File: src/rtl/seg7_scan_driver.sv
// rtl/seg7_scan_driver.sv - 4-digit multiplexed 7-segment scan driver
// Double-buffered hex display with blanking gaps, leading-zero blanking and per-digit dp.
module seg7_scan_driver #(
  parameter int ON_CYCLES    = 50_000,
  parameter int BLANK_CYCLES = 500
) (
  input  logic        clk,
  input  logic        rst,
  input  logic        load,
  input  logic [15:0] value,
  input  logic [3:0]  dp_in,
  input  logic        lz_suppress,
  output logic [6:0]  seg_n,
  output logic        dp_n,
  output logic [3:0]  an_n,
  output logic        frame_done
);

  localparam int MAXC = (ON_CYCLES > BLANK_CYCLES) ? ON_CYCLES : BLANK_CYCLES;
  localparam int CW   = (MAXC > 1) ? $clog2(MAXC) : 1;
  localparam logic [CW-1:0] ON_LAST    = CW'(ON_CYCLES - 1);
  localparam logic [CW-1:0] BLANK_LAST = CW'(BLANK_CYCLES - 1);

  typedef enum logic {
    S_BLANK = 1'b0,
    S_ON    = 1'b1
  } state_t;

  state_t      state_q, state_d;
  logic [CW-1:0] cnt_q, cnt_d;
  logic [1:0]  digit_q, digit_d;
  logic [19:0] shadow_q, shadow_d;
  logic [19:0] disp_q, disp_d;
  logic        pending_q, pending_d;
  logic [6:0]  seg_q, seg_d;
  logic        dp_q, dp_d;
  logic [3:0]  an_q, an_d;
  logic        fd_q, fd_d;

  logic        boundary;
  logic [15:0] upper;
  logic [3:0]  dp_bits;
  logic        cur_dp;
  logic        suppressed;
  logic [3:0]  an_sel;

  function automatic logic [6:0] hex_decode(input logic [3:0] nib);
    logic [6:0] pat;
    case (nib)
      4'h0: pat = 7'h3F;
      4'h1: pat = 7'h06;
      4'h2: pat = 7'h5B;
      4'h3: pat = 7'h4F;
      4'h4: pat = 7'h66;
      4'h5: pat = 7'h6D;
      4'h6: pat = 7'h7D;
      4'h7: pat = 7'h07;
      4'h8: pat = 7'h7F;
      4'h9: pat = 7'h6F;
      4'hA: pat = 7'h77;
      4'hB: pat = 7'h7C;
      4'hC: pat = 7'h39;
      4'hD: pat = 7'h5E;
      4'hE: pat = 7'h79;
      default: pat = 7'h71;
    endcase
    return pat;
  endfunction

  always_comb begin
    state_d   = state_q;
    cnt_d     = cnt_q + 1'b1;
    digit_d   = digit_q;
    shadow_d  = shadow_q;
    disp_d    = disp_q;
    pending_d = pending_q;
    boundary  = 1'b0;

    case (state_q)
      S_BLANK: begin
        if (cnt_q == BLANK_LAST) begin
          state_d = S_ON;
          cnt_d   = '0;
        end
      end
      default: begin
        if (cnt_q == ON_LAST) begin
          state_d  = S_BLANK;
          cnt_d    = '0;
          digit_d  = digit_q + 2'd1;
          boundary = (digit_q == 2'd3);
        end
      end
    endcase

    if (load) begin
      shadow_d  = {dp_in, value};
      pending_d = 1'b1;
    end
    // A load landing on the boundary edge itself goes straight to the display.
    if (boundary) begin
      if (load) begin
        disp_d = {dp_in, value};
      end else if (pending_q) begin
        disp_d = shadow_q;
      end
      pending_d = 1'b0;
    end

    upper      = disp_q[15:0] >> {digit_q, 2'b00};
    dp_bits    = disp_q[19:16];
    cur_dp     = dp_bits[digit_q];
    suppressed = lz_suppress && (digit_q != 2'd0) && (upper == 16'h0000);
    an_sel     = ~(4'b0001 << digit_q);

    seg_d = 7'h7F;
    dp_d  = 1'b1;
    an_d  = 4'hF;
    fd_d  = boundary;
    if (state_q == S_ON) begin
      if (!suppressed) begin
        an_d  = an_sel;
        seg_d = ~hex_decode(upper[3:0]);
        dp_d  = ~cur_dp;
      end else if (cur_dp) begin
        an_d = an_sel;
        dp_d = 1'b0;
      end
    end
  end

  always_ff @(posedge clk) begin
    if (!rst) begin
      state_q   <= S_BLANK;
      cnt_q     <= '0;
      digit_q   <= 2'd0;
      shadow_q  <= 20'h0;
      disp_q    <= 20'h0;
      pending_q <= 1'b0;
      seg_q     <= 7'h7F;
      dp_q      <= 1'b1;
      an_q      <= 4'hF;
      fd_q      <= 1'b0;
    end else begin
      state_q   <= state_d;
      cnt_q     <= cnt_d;
      digit_q   <= digit_d;
      shadow_q  <= shadow_d;
      disp_q    <= disp_d;
      pending_q <= pending_d;
      seg_q     <= seg_d;
      dp_q      <= dp_d;
      an_q      <= an_d;
      fd_q      <= fd_d;
    end
  end

  assign seg_n      = seg_q;
  assign dp_n       = dp_q;
  assign an_n       = an_q;
  assign frame_done = fd_q;

endmodule

File: config.mk
export PLATFORM = sky130hd
export DESIGN_NAME = seg7_scan_driver
export DESIGN_NICKNAME = d
export VERILOG_FILES = /design/src/rtl/seg7_scan_driver.sv
export SDC_FILE = /design/constraint.sdc
export NUM_CORES = 1
export LEC_CHECK = 0
export CELL_PAD_IN_SITES_DETAIL_PLACEMENT = 1
export CELL_PAD_IN_SITES_GLOBAL_PLACEMENT = 2
export CORE_MARGIN = 2
export CORE_UTILIZATION = 39
export CTS_BUF_LIST = sky130_fd_sc_hd__clkbuf_4 sky130_fd_sc_hd__clkbuf_8 sky130_fd_sc_hd__clkbuf_16
export DETAILED_ROUTE_END_ITERATION = 10
export PLACE_DENSITY = 0.93
export REMOVE_ABC_BUFFERS = 1
export SYNTH_ARGS = -nofsm -noshare
export SYNTH_HDL_FRONTEND = slang
export SYNTH_SLANG_ARGS = --single-unit
export TNS_END_PERCENT = 20
File: constraint.sdc
create_clock -name clk -period 5.8 [get_ports clk]
set_clock_uncertainty 0.15 [all_clocks]
set_input_delay 0.58 -clock clk [delete_from_list [all_inputs] [get_ports clk]]
set_output_delay 0.58 -clock clk [all_outputs]
set_load 0.005 [all_outputs]
Yosys cells after proc, flatten, opt, wreduce, memory -nomap -nowiden. Memory sizes are Yosys's and may differ from the RTL's. Index checks and enable logic that the tools add are counted.

Register bits: 73. ROM bits: 112. Bits of input ports: 24. Output and inout port bits: 13. Word-level logic and storage cells: 52. Memories: 1.

Add/subtract/negate cells: 2. Magnitude comparators: 1. Equality and inequality tests: 3. Shift-type cells: 2. Mux-type cells: 18. Bitwise operators: 5. Reductions and logical operators: 10.

Memory list: (name not given) (depth 16, width 7, rd ports 1, clocked after Yosys merged registers in 0, write ports 0, RTL line 49) `case (nib)`.

Operator list (number): 16-bit two-way mux (3); 20-bit two-way mux (2); 16-bit by 1-bit adder with 16-bit output, second input constant (1); 16-bit == test, second input constant (1); 16-bit by 9-bit == test with 1-bit output, second input constant (1); 16-bit logical NOT (1); 16-bit by 4-bit >> shifter with 16-bit output (1); 7-bit two-way mux (2); 1-bit two-way mux (8); 4-bit two-way mux (2); 7-bit inverter (1); 2-bit AND reduction (3); 4-bit inverter (1); 2-bit nonzero test (2); 1-bit by 2-bit left shift with 4-bit output, first input constant (1); 2-bit by 3-bit < comparator with 1-bit output, second input constant (1); 1-bit inverter (3); 3-bit OR reduction (1); 2-bit by 1-bit adder with 2-bit output, second input constant (1); 1-bit binary-select mux with 2-bit select (1); 2-bit == test, second input constant (1); 1-bit logical AND (2); 2-bit OR reduction (1).

Logic depth before layout (Yosys ltp). Gate-level depths: netlist of the first run.

Depth after elaboration: 6. Depth in mapped cells: 9. Gate-level depth less buffers: 7.

Worst setup path before layout of the first run. OpenSTA, ideal clock, no wires.

Kind: register to register. Start: reg digit_q[0]. End: reg an_q[3], in the netlist an_n[3]. Setup time: 64 ps. Arrival: 2460 ps. Path slack: 3126 ps. Stages on the path, launching flop included: 10. Path buffers: 2. Clock period less this slack: 2674 ps. Cell sequence: dfxtp_1 > clkbuf_1 > buf_2 > mux4_2 > inv_1 > ha_1 > nor4b_1 > nand3_1 > or3_1 > nand4_1.

Cells in the longest elaborated chain, start to end: 4. Elaborated cells between the ends (all ways): 11. Classes of those cells: shift (2); mux (4); bitwise (1); reduce/logical (4).

Ends and longest elaborated chain: start: declaration (RTL line 31) `logic [1:0] digit_q, digit_d;`; start signal: assignment (RTL line 147) `digit_q <= digit_d;`; 16-bit by 4-bit >> shifter with 16-bit output, or another cell as far along (RTL line 110) `upper = disp_q[15:0] >> {digit_q, 2'b00};`; 16-bit logical NOT, or another cell as far along (RTL line 113) `suppressed = lz_suppress && (digit_q != 2'd0) && (upper == 16'h0000);`; 1-bit logical AND or 4-bit two-way mux (tied branches) (RTL line 113, 125); 4-bit two-way mux (*) (RTL line 121) `if (!suppressed) begin`; end signal: assignment (RTL line 153) `an_q <= an_d;`; end: declaration (RTL line 37) `logic [3:0] an_q, an_d;`.

Mark *: on every way between the ends. The rest lies on a longest branch, timed or not. The select of a mux whose other input is x is not followed. A chain may end at the register's enable or synchronous reset.

Worst setup path after layout of the first run. Same ends and word-level chain as after synthesis.

==> results list, run 1 <==
- Number of distinct standard cells referenced by the synthesized netlist: 42
- The routed design could run at a clock period as short as 2.91 ns.
- The clock passes through at most 2 buffers.
* Leakage power: 0.00159 uW
- Power spread over the standard cell area amounts to 234 nW/um^2.
* Post-placement worst setup slack: 2.92 ns
- Along the worst hold path, the cell count comes to 1.
- Number of buffers inserted to repair setup after CTS: 0
* Final sum of negative setup slack: 0 ns
- Number of iterations in the first detailed-routing pass: 4
* Start-to-end type of the worst setup path: flip-flop to flip-flop
- The startpoint identified for the worst register-to-register timing path is digit_q[0].
- Total Wirelength: 7.09 mm
* Largest driver fanout on the critical path: 17
- After synthesis, the cell types taking the most area are sky130_fd_sc_hd__dfxtp_1, sky130_fd_sc_hd__mux2_4, sky130_fd_sc_hd__mux2i_1.
- For the worst flop-to-flop path, the logic depth is 7.
- Total Die Area: 9450 um^2
- The clock network accounts for 40.1% of the total power.
- Number of global-route vias before repair: 2412
- Synthesis produced 321 cells.
- Max-slew violation count: 0
- Of the total power, registers draw 54.8%.
- Int Power: 701 uW
- Once detail routing completed, the nets flagged for antenna violations numbered 0.
* Actual slew at the worst max-slew pin: 0.702 ns
- Unrepaired setup endpoints after global routing: no
- The count of buffers added on input and output ports is 36.
* Mean number of vias per cell: 5.08
* Worst ir drop on vdd: 0.000112 V
- Global routing used 24.5% of the available met2 tracks.
- Post-route cell area: 4010 um^2
* Hold path start: cnt_q[0]
- The layer flagged by global routing as most heavily used is met2.
- Total Nets Final: 391
- Proportion of synthesized flip-flops having asynchronous set or reset: 0%
- Hold Crit Class: flip-flop to flip-flop
* Global-route wire length before repair: 12.0 mm
* Average size of a mapped cell: 10.6 um^2
* Synth Warn #: 0
- Measured against its own limit, the worst slew margin works out to 53.2%.
- Net switching share of the total power: 25.5%
- The worst path meets setup with 2.89 ns of slack.
- For this design, the sink count on the clock tree is 73.
* Worst hold margin: 0.323 ns
* Remaining global-route overflow: 0
* Count of antenna diodes in the layout: 0
- The initialized floorplan defines 34 standard-cell rows.
- Required @ worst endpoint: 5.95 ns
- Measured along the y axis, the die boundary spans 97.2 um.
* Number of hold-slack violations in the final timing report: 0
* Final setup violation count: 0
- In this run the count of I/O pins placed on the die edge is 37.
- Floorplan core area: 8590 um^2
- Effective utilization at floorplan: 39.4%
- Clock tree from TritonCTS: yes
- All-layer global routing usage: 15.8%
* Level count of the clock H-tree: 3
- Arrival time at the worst endpoint: 3.06 ns
- On the worst path, the slowest cell contributes a delay of 0.78 ns.
* Achievable clock frequency: 343 MHz
- Count leader, synth: sky130_fd_sc_hd__dfxtp_1
- Dividing the detail-routed wire length by the instance count gives 15.1 um.
- The number of clock buffers added by TritonCTS is 9.
* Proportion of layout cells with a drive suffix above 1: 13.9%
- The share of total power dissipated in combinational logic is 5.1%.
* Synth Cell Area: 3390 um^2
* Register-to-register setup slack: 2.89 ns
* Post-synthesis sequential area ratio: 43.1%
* Slowest cell on the critical path: sky130_fd_sc_hd__dfxtp_1
* Number of design-rule violations left by the first detailed-router iteration: 110
* Layout Area Growth over Synthesis: 18.4%
* Hold_buf cts: 0
- Max-cap violations in this run came to 0.
* Horizontal die dimension: 97.2 um
- STA classifies the critical path startpoint as a flip-flop.
* CTS-repair resized insts: 0
- The synthesized design devotes to its leading area cell type 43.1% of total area.
- Global routing met1 resource utilization: 21.2%
* Leading area contributor after synthesis: sky130_fd_sc_hd__dfxtp_1
- Clock-pin slew was measured on the worst setup and hold paths at 0.09 ns.
* Cell at the root of the clock tree: sky130_fd_sc_hd__clkbuf_8
- Summed over all nets, the switching power comes to 240 uW.
* Cell area reported after detailed placement: 3830 um^2
- Worst flop-to-flop path endpoint: an_n[3]
- Cell Chain, Critical Path: mux4_2 -> inv_1 -> ha_1 -> nor4b_1 -> nand3_1 -> or3_1 -> nand4_1
* Ratio of final minimum period to clock period: 50.2%
- Maximum number of pins on one net before global-route repair: 48
* Flip-flop and latch count after synthesis: 73
- Detailed placement finished with a half-perimeter wire length of 4.95 mm.
- The worst hold path terminates at cnt_q[0].
- Detailed routing inserted a total of 2377 vias.
- The worst setup path is captured at a flip-flop.
- Top cell types by occurrence after synthesis: sky130_fd_sc_hd__dfxtp_1, sky130_fd_sc_hd__and2_1, sky130_fd_sc_hd__mux2i_1
- Dominant synthesized flop cell: sky130_fd_sc_hd__dfxtp_1
- Global Route met3 Usage: 3.45%
- For the worst-skew pair, the clock arrives at the later sink with an insertion delay of 0.36 ns.
* Result of the run: completed
- The synthesized design contains 0 enable-type register cells.
- Initial antenna violation count: 0
* GP Congestion: 0.882
* Remaining routing DRC violations: 0
## worst max-delay path by stage
stage / from / end / slack [ns]
finish: digit_q[0] / an_n[3] / 2.89
floorplan: cnt_q[13] / disp_q[0] / 3.11
CTS: digit_q[0] / an_n[3] / 2.88
global placement: digit_q[0] / an_n[3] / 3.02
global route: digit_q[0] / an_n[3] / 2.67
detailed placement: digit_q[0] / an_n[3] / 2.92
## kinds of logic after synthesis
| kind of cell | share of synthesized area [%] |
|---|---|
| adder cells (fa/ha/maj) | 4.43 |
| multiplexers | 19.0 |
| flip-flops | 43.1 |
| AO/OA/AOI/OAI | 5.72 |
| AND/OR/NAND/NOR | 20.3 |
| buffers and inverters | 3.29 |
| XOR/XNOR | 4.13 |
## stage by stage
stage                     util, %  cells  total power (uW)
after global routing         46.7    468               983
final                        46.7    468               941
after floorplan                 -    305               546
after detailed placement     44.6    452               577
after global placement       44.6    452               574
after CTS                    46.7    468               952
## cell type report
class / count / area [um^2]
Inverter: 9 / 33.8
Clock buffer: 9 / 124
Sequential cell: 73 / 1460
Fill cell: 947 / 4580
Clock inverter: 7 / 60.1
Tap cell: 108 / 135
Timing Repair Buffer: 39 / 383
Multi-Input combinational cell: 223 / 1820
## power groups by stage
stage | clock (uW) | sequential, uW | combinational, uW
2_1_floorplan | 0 | 526 | 20.4
3_3_place_gp | 0 | 527 | 47.6
3_5_place_dp | 0 | 527 | 49.1
4_1_cts | 387 | 516 | 49.5
5_1_grt | 412 | 517 | 53.3
6_report | 377 | 516 | 48.2
## layout by cell type, fill, tap and decap left out, drive strengths merged, types with 4 or more instances in the layout
cell / count
mux2i: 21
a21boi: 4
nor2b: 20
ha: 12
clkdlybuf4s50: 36
nand2: 12
mux4: 4
o21ai: 5
nor2: 20
and2: 23
dfxtp: 73
xor2: 6
clkbuf: 9
nand2b: 4
nand3: 11
nand4: 8
xnor2: 10
mux2: 24
inv: 13
or4: 5
## critical path: cells and delay by family (launching register included)
family | cells | cell delay (ns)
fa+ha+maj | 1 | 0.20
buf+inv | 1 | 0.18
flops | 1 | 0.78
mux | 1 | 0.64
simple gates | 4 | 0.90
## per-layer routing
metal / share of wire [%] / up-vias / wire length [um]
met5: 0 / - / 0
met2: 45 / 39 / 3210
met3: 3.4 / 13 / 240
met1: 49 / 1134 / 3500
li1: - / 1191 / -
met4: 1.9 / 0 / 132
## registers in the layout, indices dropped and copies added, names as in the netlist
name,cells
frame_done,1
disp_q,20
seg_n,7
cnt_q,16
dp_n,1
pending_q,1
state_q,1
digit_q,2
shadow_q,20
an_n,4
(Power assumes the default switching activity.)
==> run 2, diff against run 1 <==
--- a/config.mk
+++ b/config.mk
@@ -8,10 +8,10 @@
 export CELL_PAD_IN_SITES_DETAIL_PLACEMENT = 1
 export CELL_PAD_IN_SITES_GLOBAL_PLACEMENT = 2
 export CORE_MARGIN = 2
-export CORE_UTILIZATION = 39
+export CORE_UTILIZATION = 33
 export CTS_BUF_LIST = sky130_fd_sc_hd__clkbuf_4 sky130_fd_sc_hd__clkbuf_8 sky130_fd_sc_hd__clkbuf_16
 export DETAILED_ROUTE_END_ITERATION = 10
-export PLACE_DENSITY = 0.93
+export PLACE_DENSITY = 0.84
 export REMOVE_ABC_BUFFERS = 1
 export SYNTH_ARGS = -nofsm -noshare
 export SYNTH_HDL_FRONTEND = slang
==> constraint.sdc (replaced) <==
create_clock -name clk -period 2.4 [get_ports clk]
set_clock_uncertainty 0.15 [all_clocks]
set_input_delay 0.24 -clock clk [delete_from_list [all_inputs] [get_ports clk]]
set_output_delay 0.24 -clock clk [all_outputs]
set_load 0.005 [all_outputs]
==> run 2 against run 1 <==
Final cell count rose by 7.5%; global-route usage down 1.7 points; sequential share of layout area down 1.6 points; clock power increased to 2.9 times the previous value; hold slack better by 0.014 ns; setup slack got worse by 2.7 ns; highest routed layer unchanged; sequential power increased by 140%; power increased to 2.6 times the previous value; register-to-register slack got worse by 2.7 ns; wire length grew 4.4%.
==> results list, run 2 (synthesis gave the netlist of run 1 again) <==
* IO Port Bufs: 36 (unchanged)
- Number of buffers inserted during clock tree synthesis: 9 (unchanged)
* Depth of the most critical reg-to-reg path: 7 (unchanged)
* Hold path start: cnt_q[0]
- The y dimension of the die was 105 um (+8.4%).
* Number of cells in the design after placement: 487 (+7.7%)
- The final wirelength came to 7.39 mm (+4.4%).
* Proportion of layout cells with a drive suffix above 1: 16.8% (+2.9 points)
* Total Die Area: 11100 um^2 (+17%)
* Register-to-register setup slack: 0.16 ns (-2.73 ns)
- Leaving out fill and tap cells, the most frequent cell in the layout is sky130_fd_sc_hd__dfxtp_1.
- Number of hold-slack violations in the final timing report: 0 (unchanged)
- The overflow left after global routing was 0 (unchanged).
- The combined global-route utilization of all metal layers is 14.1% (-1.7 points).
- Count of vias placed by the detailed router: 2419 (+1.8%)
* Floorplan core area: 9860 um^2 (+15%)
- The iteration count of the initial detailed-routing pass is 4 (unchanged).
- The power per cell area was 586 nW/um^2 (+150%).
* Final period demand of the worst path: 2.24 ns (-0.674 ns)
* Row count: 36 (+5.9%)
- Clock sinks: 73 (unchanged)
* Sequential cell area: 1460 um^2 (about the same)
- The largest registers in the layout are disp_q: 20 flops, shadow_q: 20 flops, cnt_q: 16 flops.
- Leakage power: 0.00169 uW (+6.0%)
* Mean number of vias per cell: 4.81 (-5.3%)
* Slew Limit Headroom: 76.4% (+23 points)
* Routed length on met3: 258 um (+7.5%)
- Remaining routing DRC violations: 0 (unchanged)
- The routability congestion estimate is 0.796 (-9.7%).
* Worst flop-to-flop path endpoint: an_n[3]
* Total Nets Final: 401 (+2.6%)
- Clock tree synthesis selected as its root buffer the cell sky130_fd_sc_hd__clkbuf_8.
- The startpoint identified for the worst register-to-register timing path is digit_q[0].
* Highest routing layer actually used: met4
* Utilization after layout: 42.6% (-4.1 points)
- The number of inserted filler cells in the final layout is 1099 (+16%).
- Count of maximum capacitance violations: 0 (unchanged)
- Required @ worst endpoint: 2.54 ns (-3.41 ns)
* Number of global-route vias before repair: 2496 (+3.5%)
- The mean routed wirelength per cell came to 14.7 um (-2.9%).
- Effective utilization at floorplan: 34.4% (-5.1 points)
* Global-route wire length before repair: 12.5 mm (+4.0%)
- Post-placement worst setup slack: 0.0911 ns (-2.83 ns)
- Endpoint, Worst Hold: cnt_q[0]
- Number of stages on the worst hold path: 1 (unchanged)
* Initial antenna violation count: 0 (unchanged)
- The top-level I/O count was 37 (unchanged).
* Commonest cells after routing, fill and taps aside: sky130_fd_sc_hd__dfxtp_1, sky130_fd_sc_hd__clkdlybuf4s50_1, sky130_fd_sc_hd__and2_1
* Number of design-rule violations left by the first detailed-router iteration: 81 (-26%)
* Count of antenna diodes in the layout: 0 (unchanged)
- Worst-path clk slew: 0.09 ns (about the same)
- The post-route clock period utilization is 93.2% (+43 points).
* Clock tree from TritonCTS: yes
- Hold_buf cts: 0 (unchanged)
* Maximum number of pins on one net before global-route repair: 48 (unchanged)
- The worst setup path is launched from a flip-flop.
* Achievable clock frequency: 447 MHz (+30%)
- Cell Chain, Critical Path: mux4_2 -> inv_1 -> ha_1 -> nor4b_2 -> nand3_1 -> or3_1 -> nand4_1
- DP HPWL: 5.17 mm (+4.5%)
- Horizontal die dimension: 105 um (+8.4%)
- Actual slew at the worst max-slew pin: 0.349 ns (-0.353 ns)
- Start-to-end type of the worst setup path: flip-flop to flip-flop
* Crit-path max cell delay: 0.52 ns (-0.26 ns)
- The min-delay analysis places its worst path in the category flip-flop to flip-flop.
* Clock latency of the later-clocked register in the worst-skew pair: 0.35 ns (about the same)
- Level count of the clock H-tree: 3 (unchanged)
* Slowest cell on the critical path: sky130_fd_sc_hd__mux4_2
- The number of nets with antenna violations after routing came to 0 (unchanged).
- The detailed-route wire length on metal 1 is 3.50 mm (about the same).
* Least setup slack across all paths after layout: 0.162 ns (-2.73 ns)
- Maximum buffer depth of the clock tree: 2 (unchanged)
- Area occupied by multi-input gates: 1820 um^2 (+0.34%)
- Metal2 WL: 3.58 mm (+11%)
- Layout Area Growth over Synthesis: 24.0%
- The signal arrival time at the worst endpoint was 2.38 ns (-0.68 ns).
- Setup repair after global routing left no endpoint under its margin.
- Result of the run: completed
* Endpoint class of the critical path: flip-flop
- The final setup violation count came to 0 (unchanged).
* Worst ir drop on vdd: 0.000232 V (+110%)
- The final cell count without fillers is 503 (+7.5%).
* Max-slew violation count: 0 (unchanged)
* Largest driver fanout on the critical path: 4 (-13)
-- run 2: changes by cell type in the layout (fill, tap and decap cells not counted), sizes merged --
cell      before  now
buf            3   13
bufinv         0    2
clkinv         0    1
clkinvlp       3    1
inv           13   12
-- run 2: metrics by stage --
step	hold WS, ns	instance area [um^2]	power [uW]	setup TNS [ns]
finish	0.337	4200	2460	0
global route	0.373	4200	2560	0
CTS	0.348	4200	2500	0
detailed placement	0.320	3970	1400	0
global placement	0.290	3970	1400	0
floorplan	0.185	3310	1320	-6.74
-- run 2: cell type report --
type                       instances  share of cell area, %
multi-input combinational        223                   43.4
clock inverter                     7                   2.35
tap                              133                   3.96
sequential                        73                   34.8
clock buffer                       9                   2.95
timing repair buffer              49                   11.8
inverter                           9                  0.804
-- run 2: how the worst max path moves through the flow --
stage | from | end | slack, ns | cells past startpoint
after global routing | digit_q[0] | an_n[1] | 0.07 | 7
final | digit_q[0] | an_n[3] | 0.16 | 7
after floorplan | cnt_q[13] | disp_q[0] | -0.29 | 4
after global placement | digit_q[0] | an_n[3] | 0.16 | 7
after detailed placement | digit_q[0] | an_n[3] | 0.09 | 7
after CTS | digit_q[0] | an_n[3] | 0.07 | 7
-- run 2: critical path, delay by kind of cell (launching register included) --
kind | cells | cell delay [ns]
fa+ha+maj | 1 | 0.18
buf+inv | 1 | 0.12
flops | 1 | 0.38
mux | 1 | 0.52
simple gates | 4 | 0.84
-- run 2: where the power goes --
part | internal [uW] | switching (uW)
clock network | 595 | 500
registers | 1240 | 10.4
logic | 71.3 | 51.9
-- run 2: per-layer routing --
metal | track usage (%) | vias to the layer above
met5 | 0 | -
met4 | 4.00 | 0
met3 | 4.21 | 6
met2 | 23.4 | 39
met1 | 17.7 | 1167
li1 | - | 1207
-- run 2: timing repair --
action                                  in CTS  in global routing
gates resized for setup                      0                  2
endpoints found under the setup margin       0                 10
setup buffers                                0                  0
==> run 3, diff against run 2 <==
--- a/config.mk
+++ b/config.mk
@@ -11,7 +11,7 @@
 export CORE_UTILIZATION = 33
 export CTS_BUF_LIST = sky130_fd_sc_hd__clkbuf_4 sky130_fd_sc_hd__clkbuf_8 sky130_fd_sc_hd__clkbuf_16
 export DETAILED_ROUTE_END_ITERATION = 10
-export PLACE_DENSITY = 0.84
+export PLACE_DENSITY = 0.79
 export REMOVE_ABC_BUFFERS = 1
 export SYNTH_ARGS = -nofsm -noshare
 export SYNTH_HDL_FRONTEND = slang
==> run 3 against run 2 <==
Register-to-register slack is essentially flat; power grew 3.4%; final cell count up 0.40%; count of clock-buffer cells in the layout is 1 higher; via count up 0.58%; largest power group unchanged.
==> results list, run 3 (synthesis gave the netlist of run 1 again) <==
- Share of total power in combinational logic: 5.0% (about the same)
- The number of pins exceeding their max-slew limit in the final report is 0 (unchanged).
- Clock latency of the later-clocked register in the worst-skew pair: 0.34 ns (about the same)
- Clk network pwr share: 46.0% (+1.6 points)
* Register-to-register setup slack: 0.16 ns (about the same)
* Layout Area Growth over Synthesis: 24.9%
* Remaining global-route overflow: 0 (unchanged)
* Endpoint class of the critical path: flip-flop
- Clock sinks: 73 (unchanged)
- Horizontal die dimension: 105 um (unchanged)
- Post-route cell area: 4230 um^2 (+0.68%)
* Initial antenna violation count: 0 (unchanged)
* Worst-path clk slew: 0.08 ns (about the same)
- Reg power frac: 48.9% (-1.7 points)
- Arrival time at the worst endpoint: 2.37 ns (about the same)
- Most frequent standard cell in the layout excluding fill and tap cells: sky130_fd_sc_hd__dfxtp_1
* Power density of the placed cells: 602 nW/um^2 (+2.7%)
* Commonest cells after routing, fill and taps aside: sky130_fd_sc_hd__dfxtp_1, sky130_fd_sc_hd__clkdlybuf4s50_1, sky130_fd_sc_hd__and2_1
- CTS placed an instance of sky130_fd_sc_hd__clkbuf_8 at the clock tree root.
- Count of maximum capacitance violations: 0 (unchanged)
* Number of design-rule violations left by the first detailed-router iteration: 82 (+1.2%)
- The number of H-tree levels came to 3 (unchanged).
- The die outline area came to 11100 um^2 (unchanged).
- Remaining routing DRC violations: 0 (unchanged)
- Cell area reported after detailed placement: 3980 um^2 (+0.25%)
* Achievable clock frequency: 447 MHz (about the same)
* Sw Pwr: 525 uW (-6.6%)
* Final period demand of the worst path: 2.24 ns (+0.00134 ns)
* Maximum number of pins on one net before global-route repair: 26 (-46%)
- Effective utilization at floorplan: 34.4% (unchanged)
- The maximum vdd ir drop was 0.000303 V (+31%).
- In this run the worst hold path is classified as flip-flop to flip-flop.
* Routed Antenna Nets: 0 (unchanged)
* Average wire length per cell after detail routing: 15.4 um (+5.0%)
- Die span in y: 105 um (unchanged)
* Slew Limit Headroom: 71.9% (-4.5 points)
- The final count of hold timing violations came to 0 (unchanged).
- Final setup violation count: 0 (unchanged)
- The top-level I/O count was 37 (unchanged).
- The layout net count came to 404 (+0.75%).
- The worst setup path is launched from a flip-flop.
- Start-to-end type of the worst setup path: flip-flop to flip-flop
* Unrepaired setup endpoints after global routing: no
- Clock tree from TritonCTS: yes
- The routability congestion estimate came to 0.753 (-5.4%).
- The maximum count of clock buffers along a single path was 2 (unchanged).
- Floorplan core area: 9860 um^2 (unchanged)
- The worst path setup slack after routing was 0.161 ns (-0.00134 ns).
- Sequential cell area: 1460 um^2 (unchanged)
- Net switching share of the total power: 20.6% (-2.2 points)
- The leakage power of the design came to 0.00171 uW (+1.1%).
- The CTS buffer count came to 9 (unchanged).
- Number of global-route vias before repair: 2502 (+0.24%)
- Largest driver fanout on the critical path: 4 (unchanged)
- The area of the multi-input gates came to 1820 um^2 (unchanged).
* Proportion of layout cells with a drive suffix above 1: 17.2% (+0.45 points)
* Global-route wire length before repair: 12.9 mm (+3.2%)
* Final sum of negative setup slack: 0 ns (unchanged)
* Number of buffers inserted to repair setup after CTS: 0 (unchanged)
* Post-placement worst setup slack: 0.0412 ns (-0.0498 ns)
- The post-route clock period utilization came to 93.3% (about the same).
* Regs by FF count: disp_q: 20 flops, shadow_q: 20 flops, cnt_q: 16 flops
- Total Wirelength: 7.80 mm (+5.4%)
- The final antenna diode count came to 0 (unchanged).
- Count of vias placed by the detailed router: 2433 (+0.58%)
* Actual slew at the worst max-slew pin: 0.416 ns (+0.0666 ns)
- The number of inserted filler cells in the final layout is 1081 (-1.6%).
- The post-DP HPWL is 5.70 mm (+10%).
- The flow ran to the end, and the final reports show no timing, DRC or antenna violations.
* IO Port Bufs: 36 (unchanged)
* Required @ worst endpoint: 2.53 ns (about the same)
- Mean number of vias per cell: 4.82 (+0.18%)
* Int Power: 2020 uW (+6.4%)
- The combined global-route utilization of all metal layers came to 14.7% (+0.61 points).
- Number of iterations in the first detailed-routing pass: 4 (unchanged)
- Row count: 36 (unchanged)
run 3: metal layers:
metal  track usage (%)  up-vias  part of all wire (%)
met1              18.9     1186                    48
met5                 0        -                     0
met3              3.96        7                   2.9
li1                  -     1213                     -
met2              24.1       27                    48
met4              4.29        0                   1.2
run 3: area by class of cell:
cell class | count | area share [%]
clock inverter | 5 | 2.45
clock buffer | 10 | 3.25
multi-input combinational | 223 | 43.1
timing repair buffer | 52 | 11.9
sequential | 73 | 34.6
tap | 133 | 3.93
inverter | 9 | 0.798
run 3: repair_timing:
action / 4_1_cts / 5_1_grt
setup endpoints to repair: 0 / 10
hold buffers: 0 / 0
resized for setup: 0 / 2
run 3: stage by stage:
step	cells	hold slack, ns	util [%]	power (uW)
2_1_floorplan	305	0.185	-	1320
5_1_grt	505	0.367	42.9	2640
4_1_cts	505	0.333	42.8	2580
6_report	505	0.328	42.9	2550
3_5_place_dp	490	0.304	40.4	1410
3_3_place_gp	490	0.294	40.4	1400
run 3: worst max-delay path, cell delays in order (launching register included):
cell,delay [ns]
sky130_fd_sc_hd__dfxtp_2,0.38
sky130_fd_sc_hd__mux4_2,0.53
sky130_fd_sc_hd__inv_1,0.12
sky130_fd_sc_hd__ha_1,0.17
sky130_fd_sc_hd__nor4b_2,0.20
sky130_fd_sc_hd__nand3_1,0.12
sky130_fd_sc_hd__or3_1,0.41
sky130_fd_sc_hd__nand4_1,0.10
run 3: worst paths after layout:
path | start | to | cells after the start
max reg2reg | digit_q[0] | an_n[3] | 7
min reg2reg | cnt_q[0] | cnt_q[0] | 1
max | digit_q[0] | an_n[3] | 7
min | cnt_q[0] | cnt_q[0] | 1
run 3: power groups by stage:
stage	Sequential [uW]	Clock, uW	Combinational, uW
2_1_floorplan	1270	0	49.3
3_3_place_gp	1270	0	127
3_5_place_dp	1270	0	131
4_1_cts	1250	1200	132
5_1_grt	1250	1250	143
6_report	1250	1170	128
